--- src/rtl/voice_allocator.sv ---
// rtl/voice_allocator.sv - note-to-voice allocator driving per-voice envelope gates and a shared update tick
module voice_allocator #(
    parameter int NUM_VOICES = 4,
    parameter int NOTE_BITS  = 7,
    parameter int AGE_BITS   = 8,
    parameter int TICK_DIV   = 2048
) (
    input  logic                            clk,
    input  logic                            rst_n,
    input  logic                            evt_valid,
    output logic                            evt_ready,
    input  logic                            evt_note_on,
    input  logic [NOTE_BITS-1:0]            evt_note,
    input  logic [NUM_VOICES-1:0]           voice_avail,
    output logic [NUM_VOICES-1:0]           voice_gate,
    output logic                            voice_tick,
    output logic [NUM_VOICES*NOTE_BITS-1:0] voice_note,
    output logic [NUM_VOICES-1:0]           voice_busy
);
    localparam int IDX_BITS = (NUM_VOICES > 1) ? $clog2(NUM_VOICES) : 1;
    localparam int CNT_BITS = $clog2(TICK_DIV);
    localparam logic [AGE_BITS-1:0] AGE_MAX = {AGE_BITS{1'b1}};

    typedef enum logic [1:0] {ACCEPT, SEARCH, COMMIT} ctrl_t;
    typedef enum logic [1:0] {IDLE, HELD, RELEASE} vstate_t;
    typedef enum logic [1:0] {ACT_NONE, ACT_ON, ACT_OFF} act_t;

    ctrl_t                 state, state_next;
    act_t                  act, act_next;
    logic [IDX_BITS-1:0]   tgt, tgt_next;
    logic                  ev_on;
    logic [NOTE_BITS-1:0]  ev_note;
    vstate_t               vstate [NUM_VOICES];
    logic [NOTE_BITS-1:0]  vnote  [NUM_VOICES];
    logic [AGE_BITS-1:0]   vage   [NUM_VOICES];
    logic [CNT_BITS-1:0]   cnt;

    logic                  hit_found, idle_found, rel_found, held_found, off_found;
    logic [IDX_BITS-1:0]   hit_idx, idle_idx, rel_idx, held_idx, off_idx;
    logic [AGE_BITS-1:0]   rel_age, held_age;

    assign evt_ready = (state == ACCEPT);

    always_ff @(posedge clk or negedge rst_n) begin
        if (!rst_n) begin
            state   <= ACCEPT;
            ev_on   <= 1'b0;
            ev_note <= '0;
            tgt     <= '0;
            act     <= ACT_NONE;
        end else begin
            state <= state_next;
            if (evt_valid && evt_ready) begin
                ev_on   <= evt_note_on;
                ev_note <= evt_note;
            end
            if (state == SEARCH) begin
                tgt <= tgt_next;
                act <= act_next;
            end
        end
    end

    always_comb begin
        state_next = state;
        case (state)
            ACCEPT:  if (evt_valid) state_next = SEARCH;
            SEARCH:  state_next = COMMIT;
            COMMIT:  state_next = ACCEPT;
            default: state_next = ACCEPT;
        endcase
    end

    // Strict '>' on age keeps the lowest index on ties.
    always_comb begin
        hit_found  = 1'b0; hit_idx  = '0;
        idle_found = 1'b0; idle_idx = '0;
        rel_found  = 1'b0; rel_idx  = '0; rel_age  = '0;
        held_found = 1'b0; held_idx = '0; held_age = '0;
        off_found  = 1'b0; off_idx  = '0;
        for (int i = 0; i < NUM_VOICES; i++) begin
            if (vstate[i] != IDLE && vnote[i] == ev_note && !hit_found) begin
                hit_found = 1'b1;
                hit_idx   = IDX_BITS'(i);
            end
            if (vstate[i] == IDLE && !idle_found) begin
                idle_found = 1'b1;
                idle_idx   = IDX_BITS'(i);
            end
            if (vstate[i] == RELEASE && (!rel_found || vage[i] > rel_age)) begin
                rel_found = 1'b1;
                rel_idx   = IDX_BITS'(i);
                rel_age   = vage[i];
            end
            if (vstate[i] == HELD && (!held_found || vage[i] > held_age)) begin
                held_found = 1'b1;
                held_idx   = IDX_BITS'(i);
                held_age   = vage[i];
            end
            if (vstate[i] == HELD && vnote[i] == ev_note && !off_found) begin
                off_found = 1'b1;
                off_idx   = IDX_BITS'(i);
            end
        end
        act_next = ACT_NONE;
        tgt_next = '0;
        if (ev_on) begin
            act_next = ACT_ON;
            if (hit_found)       tgt_next = hit_idx;
            else if (idle_found) tgt_next = idle_idx;
            else if (rel_found)  tgt_next = rel_idx;
            else                 tgt_next = held_idx;
        end else if (off_found) begin
            act_next = ACT_OFF;
            tgt_next = off_idx;
        end
    end

    // Later assignments override: a commit to voice i beats its avail pulse.
    always_ff @(posedge clk or negedge rst_n) begin
        if (!rst_n) begin
            for (int i = 0; i < NUM_VOICES; i++) begin
                vstate[i] <= IDLE;
                vnote[i]  <= '0;
                vage[i]   <= '0;
            end
        end else begin
            for (int i = 0; i < NUM_VOICES; i++) begin
                if (voice_avail[i] && vstate[i] == RELEASE) begin
                    vstate[i] <= IDLE;
                    vage[i]   <= '0;
                end
                if (state == COMMIT && act == ACT_ON) begin
                    if (tgt == IDX_BITS'(i)) begin
                        vstate[i] <= HELD;
                        vnote[i]  <= ev_note;
                        vage[i]   <= '0;
                    end else if (vstate[i] != IDLE && !(voice_avail[i] && vstate[i] == RELEASE)
                                 && vage[i] != AGE_MAX) begin
                        vage[i] <= vage[i] + AGE_BITS'(1);
                    end
                end
                if (state == COMMIT && act == ACT_OFF && tgt == IDX_BITS'(i)) begin
                    vstate[i] <= RELEASE;
                end
            end
        end
    end

    // Tick is registered one count early so it is high while cnt == TICK_DIV-1.
    always_ff @(posedge clk or negedge rst_n) begin
        if (!rst_n) begin
            cnt        <= '0;
            voice_tick <= 1'b0;
        end else begin
            cnt        <= (cnt == CNT_BITS'(TICK_DIV - 1)) ? '0 : cnt + CNT_BITS'(1);
            voice_tick <= (cnt == CNT_BITS'(TICK_DIV - 2));
        end
    end

    always_comb begin
        voice_gate = '0;
        voice_busy = '0;
        voice_note = '0;
        for (int i = 0; i < NUM_VOICES; i++) begin
            voice_gate[i] = (vstate[i] == HELD);
            voice_busy[i] = (vstate[i] != IDLE);
            voice_note[i*NOTE_BITS +: NOTE_BITS] = vnote[i];
        end
    end
endmodule

--- config.mk ---
export PLATFORM = sky130hd
export DESIGN_NAME = voice_allocator
export DESIGN_NICKNAME = d
export VERILOG_FILES = /design/src/rtl/voice_allocator.sv
export SDC_FILE = /design/constraint.sdc
export NUM_CORES = 1
export LEC_CHECK = 0
export ABC_AREA = 1
export BUFFER_PORTS_ARGS = -buffer_cell sky130_fd_sc_hd__buf_2
export CORE_ASPECT_RATIO = 1.1
export CORE_MARGIN = 4
export CORE_UTILIZATION = 51
export CTS_BUF_LIST = sky130_fd_sc_hd__clkbuf_2 sky130_fd_sc_hd__clkbuf_4 sky130_fd_sc_hd__clkbuf_8
export DETAILED_ROUTE_END_ITERATION = 8
export PLACE_DENSITY = 0.7
export SLEW_MARGIN = 30
export SYNTH_ARGS = -nofsm -noshare
export SYNTH_HDL_FRONTEND = slang
export SYNTH_SLANG_ARGS = --single-unit
--- constraint.sdc ---
create_clock -name clk -period 5.8 [get_ports clk]
set_clock_uncertainty 0.05 [all_clocks]
set_input_delay 0.58 -clock clk [delete_from_list [all_inputs] [get_ports clk]]
set_output_delay 0.58 -clock clk [all_outputs]
set_load 0.01 [all_outputs]
==> flow_summary.ini <==
[yosys]
synth.distinct_cells = 41
yosysTopAreaCellShare_pct = 36.7
synthCells = 860
syn_area_sq_um = 6410
yosysTopAreaCell = dfrtp_1
async_flop_share_pct = 100
ys.flop_type = dfrtp_1
synth-seq-cells = 94
ys_warn_count = 0
ys_seq_area_share_pct = 36.7
synthTopCellsByArea = dfrtp_1 37%, nand2_1 15%, ha_1 11%
synth_edf_count = 0
avgSynthCellArea_sq_um = 7.45
syn_nets = 929

[cts]
cts_root_buf = clkbuf_8
post_cts.repair.setup_buffers = 0
clockBufferDepth = 2
path_clk_slew_ns = 0.10
htreeDepth = 3
cts_tree = built
cts_sinks = 94
clk_latency_ns = 0.37
cts_buffers = 9

[setup_path]
crit_top_cell = nand2_1
start_kind = flip-flop
slowest_delay_ns = 0.43
cp_max_fo = 18
crit_family = simple AND/OR/NAND/NOR gates
cp-end-kind = flip-flop
worstPathArrival_ns = 5.25
cp.required_ns = 6.02
slowest_stage = dfrtp_1
worstSetupStartpoint = vstate[6]
cp_num_buf_inv = 3
rr_startpoint = vstate[6]
critPathKind = flip-flop to flip-flop

[timing]
setup_viol_count_final = 0
slew_viol_final = 0
rsz0062_at_grt = false
tightest_slew_ns = 0.733
tns_ns = 0
fin_crit_sh_pct = 86.7
min_period_ns = 5.03
relSlewSlack_pct = 51.0
timing.fmax_ghz = 0.199
hold_viol = 0

[grt]
grt_pass1_wl_um = 26100
track_usage_pct = 22.4
grt_max_degree = 77
antenna_found_initial = 0
grt_pass1_vias = 5375
grt.overflow.total = 0

[die]
num_io_pins = 53
core_sq_um = 12200
num_rows = 42
die_x_um = 115
die_area_sq_um = 14400
die_height_um = 126
initial_core_util_pct = 52.6

[placement]
place.gp.congestion = 0.882
place_hpwl_um = 11600
io_buffers = 52
placed_cell_area_sq_um = 6740

[finish]
final_common_cell = nand2_1
num_antenna_cells = 0
drive_gt1_share_pct = 11.1
design_area_sq_um = 6960
layout_common_cells = 257 x nand2_1, 94 x inv_1, 94 x dfrtp_1, 75 x o21ai_0, 64 x nor2_1
layout.nets = 973
area_delta_synth_final_pct = 8.59

[routing]
first_pass_iters = 4
num_vias = 5645
wl_um = 15300
drt-vias-per-instance = 5.31
drt-initial-drc-count = 318
detail_route.wl_per_cell_um = 14.4
drc = 0
ant_nets = 0

[run]
drv_cap = 0

[power_and_ir_drop]
p_leak_uw = 0.00364
p_per_area_nw_per_um2 = 413
max-vdd-ir-drop_mv = 0.217

[status]
status = complete, no violations

[hold_path]
hp-class = input port to async pin
registers in the layout (all words and copies together), names as in the netlist:
| signal | count |
|---|---|
| vage | 32 |
| ev_on | 1 |
| cnt | 11 |
| ev_note | 7 |
| voice_tick | 1 |
| vstate | 8 |
| tgt | 2 |
| state | 2 |
| voice_note | 28 |
| act | 2 |
timing repair:
action,in CTS,in global routing
resized for setup,0,1
hold buffers,0,0
setup endpoints to repair,0,2
per-layer routing:
metal  track usage (%)  up-vias  part of all wire, %
li1                  -     2918                    -
met1              29.9     2570                   46
met2              37.0      128                   48
met3              2.95       29                  3.9
met4              7.87        0                  2.4
met5                 0        -                    0
worst reg2reg max path: cells and delay by family, from the launching register on:
| family | cells | cell delay [ns] |
|---|---|---|
| flip-flops | 1 | 0.43 |
| buffers and inverters | 3 | 0.30 |
| AND/OR/NAND/NOR | 29 | 2.42 |
| AO/OA/AOI/OAI | 4 | 0.80 |
| adder cells (fa/ha/maj) | 3 | 0.96 |
through the flow:
step | std cells | hold slack, ns | utilization, % | worst slack (ns) | power, uW
after detailed placement | 1047 | 0.429 | 55.3 | 0.499 | 2420
after floorplan | 860 | 0.234 | - | 1.46 | 2040
after global routing | 1063 | 0.0343 | 57.1 | 0.106 | 3180
after global placement | 1047 | 0.427 | 55.3 | 0.545 | 2400
final | 1063 | 0.0263 | 57.1 | 0.769 | 2880
after CTS | 1063 | 0.0144 | 57.0 | 0.490 | 2890
cells in the mapped netlist, types with 11 or more instances:
| cell | instances |
|---|---|
| o21ai_0 | 75 |
| nand3_1 | 28 |
| nor2_1 | 65 |
| nand2_1 | 257 |
| ha_1 | 54 |
| a21oi_1 | 45 |
| inv_1 | 94 |
| nor3_1 | 11 |
| xor2_1 | 17 |
| xnor2_1 | 13 |
| nand4_1 | 11 |
| dfrtp_1 | 94 |
layout make-up:
class	instances	area [sq um]
Fill cell	1189	5230
Timing Repair Buffer	53	274
Tap cell	154	193
Multi-Input combinational cell	645	3550
Sequential cell	94	2350
Clock buffer	11	145
Clock inverter	5	63.8
Inverter	101	379
kinds of logic (layout without fill, tap and decap cells):
family	after synthesis	count (layout)	synth area share, %
AOI/OAI and AO/OA	169	169	15.2
buffers and inverters	121	170	7.91
DFF	94	94	36.7
xor gates and xnor gates	30	30	4.10
and+or+nand+nor	392	392	25.6
adders and majority gates	54	54	10.5
final timing paths:
kind	slack, ns	cells past startpoint	to
max	0.77	39	tgt[0]
min	0.03	1	vage[23]
max reg2reg	0.77	39	tgt[0]
min reg2reg	0.46	1	cnt[8]
max in group asynchronous	4.72	2	vage[6]
min in group clk	0.36	3	ev_note[0]
power by group:
group / switching [uW] / internal, uW / total, uW
clock network: 245 / 221 / 466
logic: 895 / 545 / 1440
registers: 173 / 797 / 970
(Power assumes the default switching activity.)
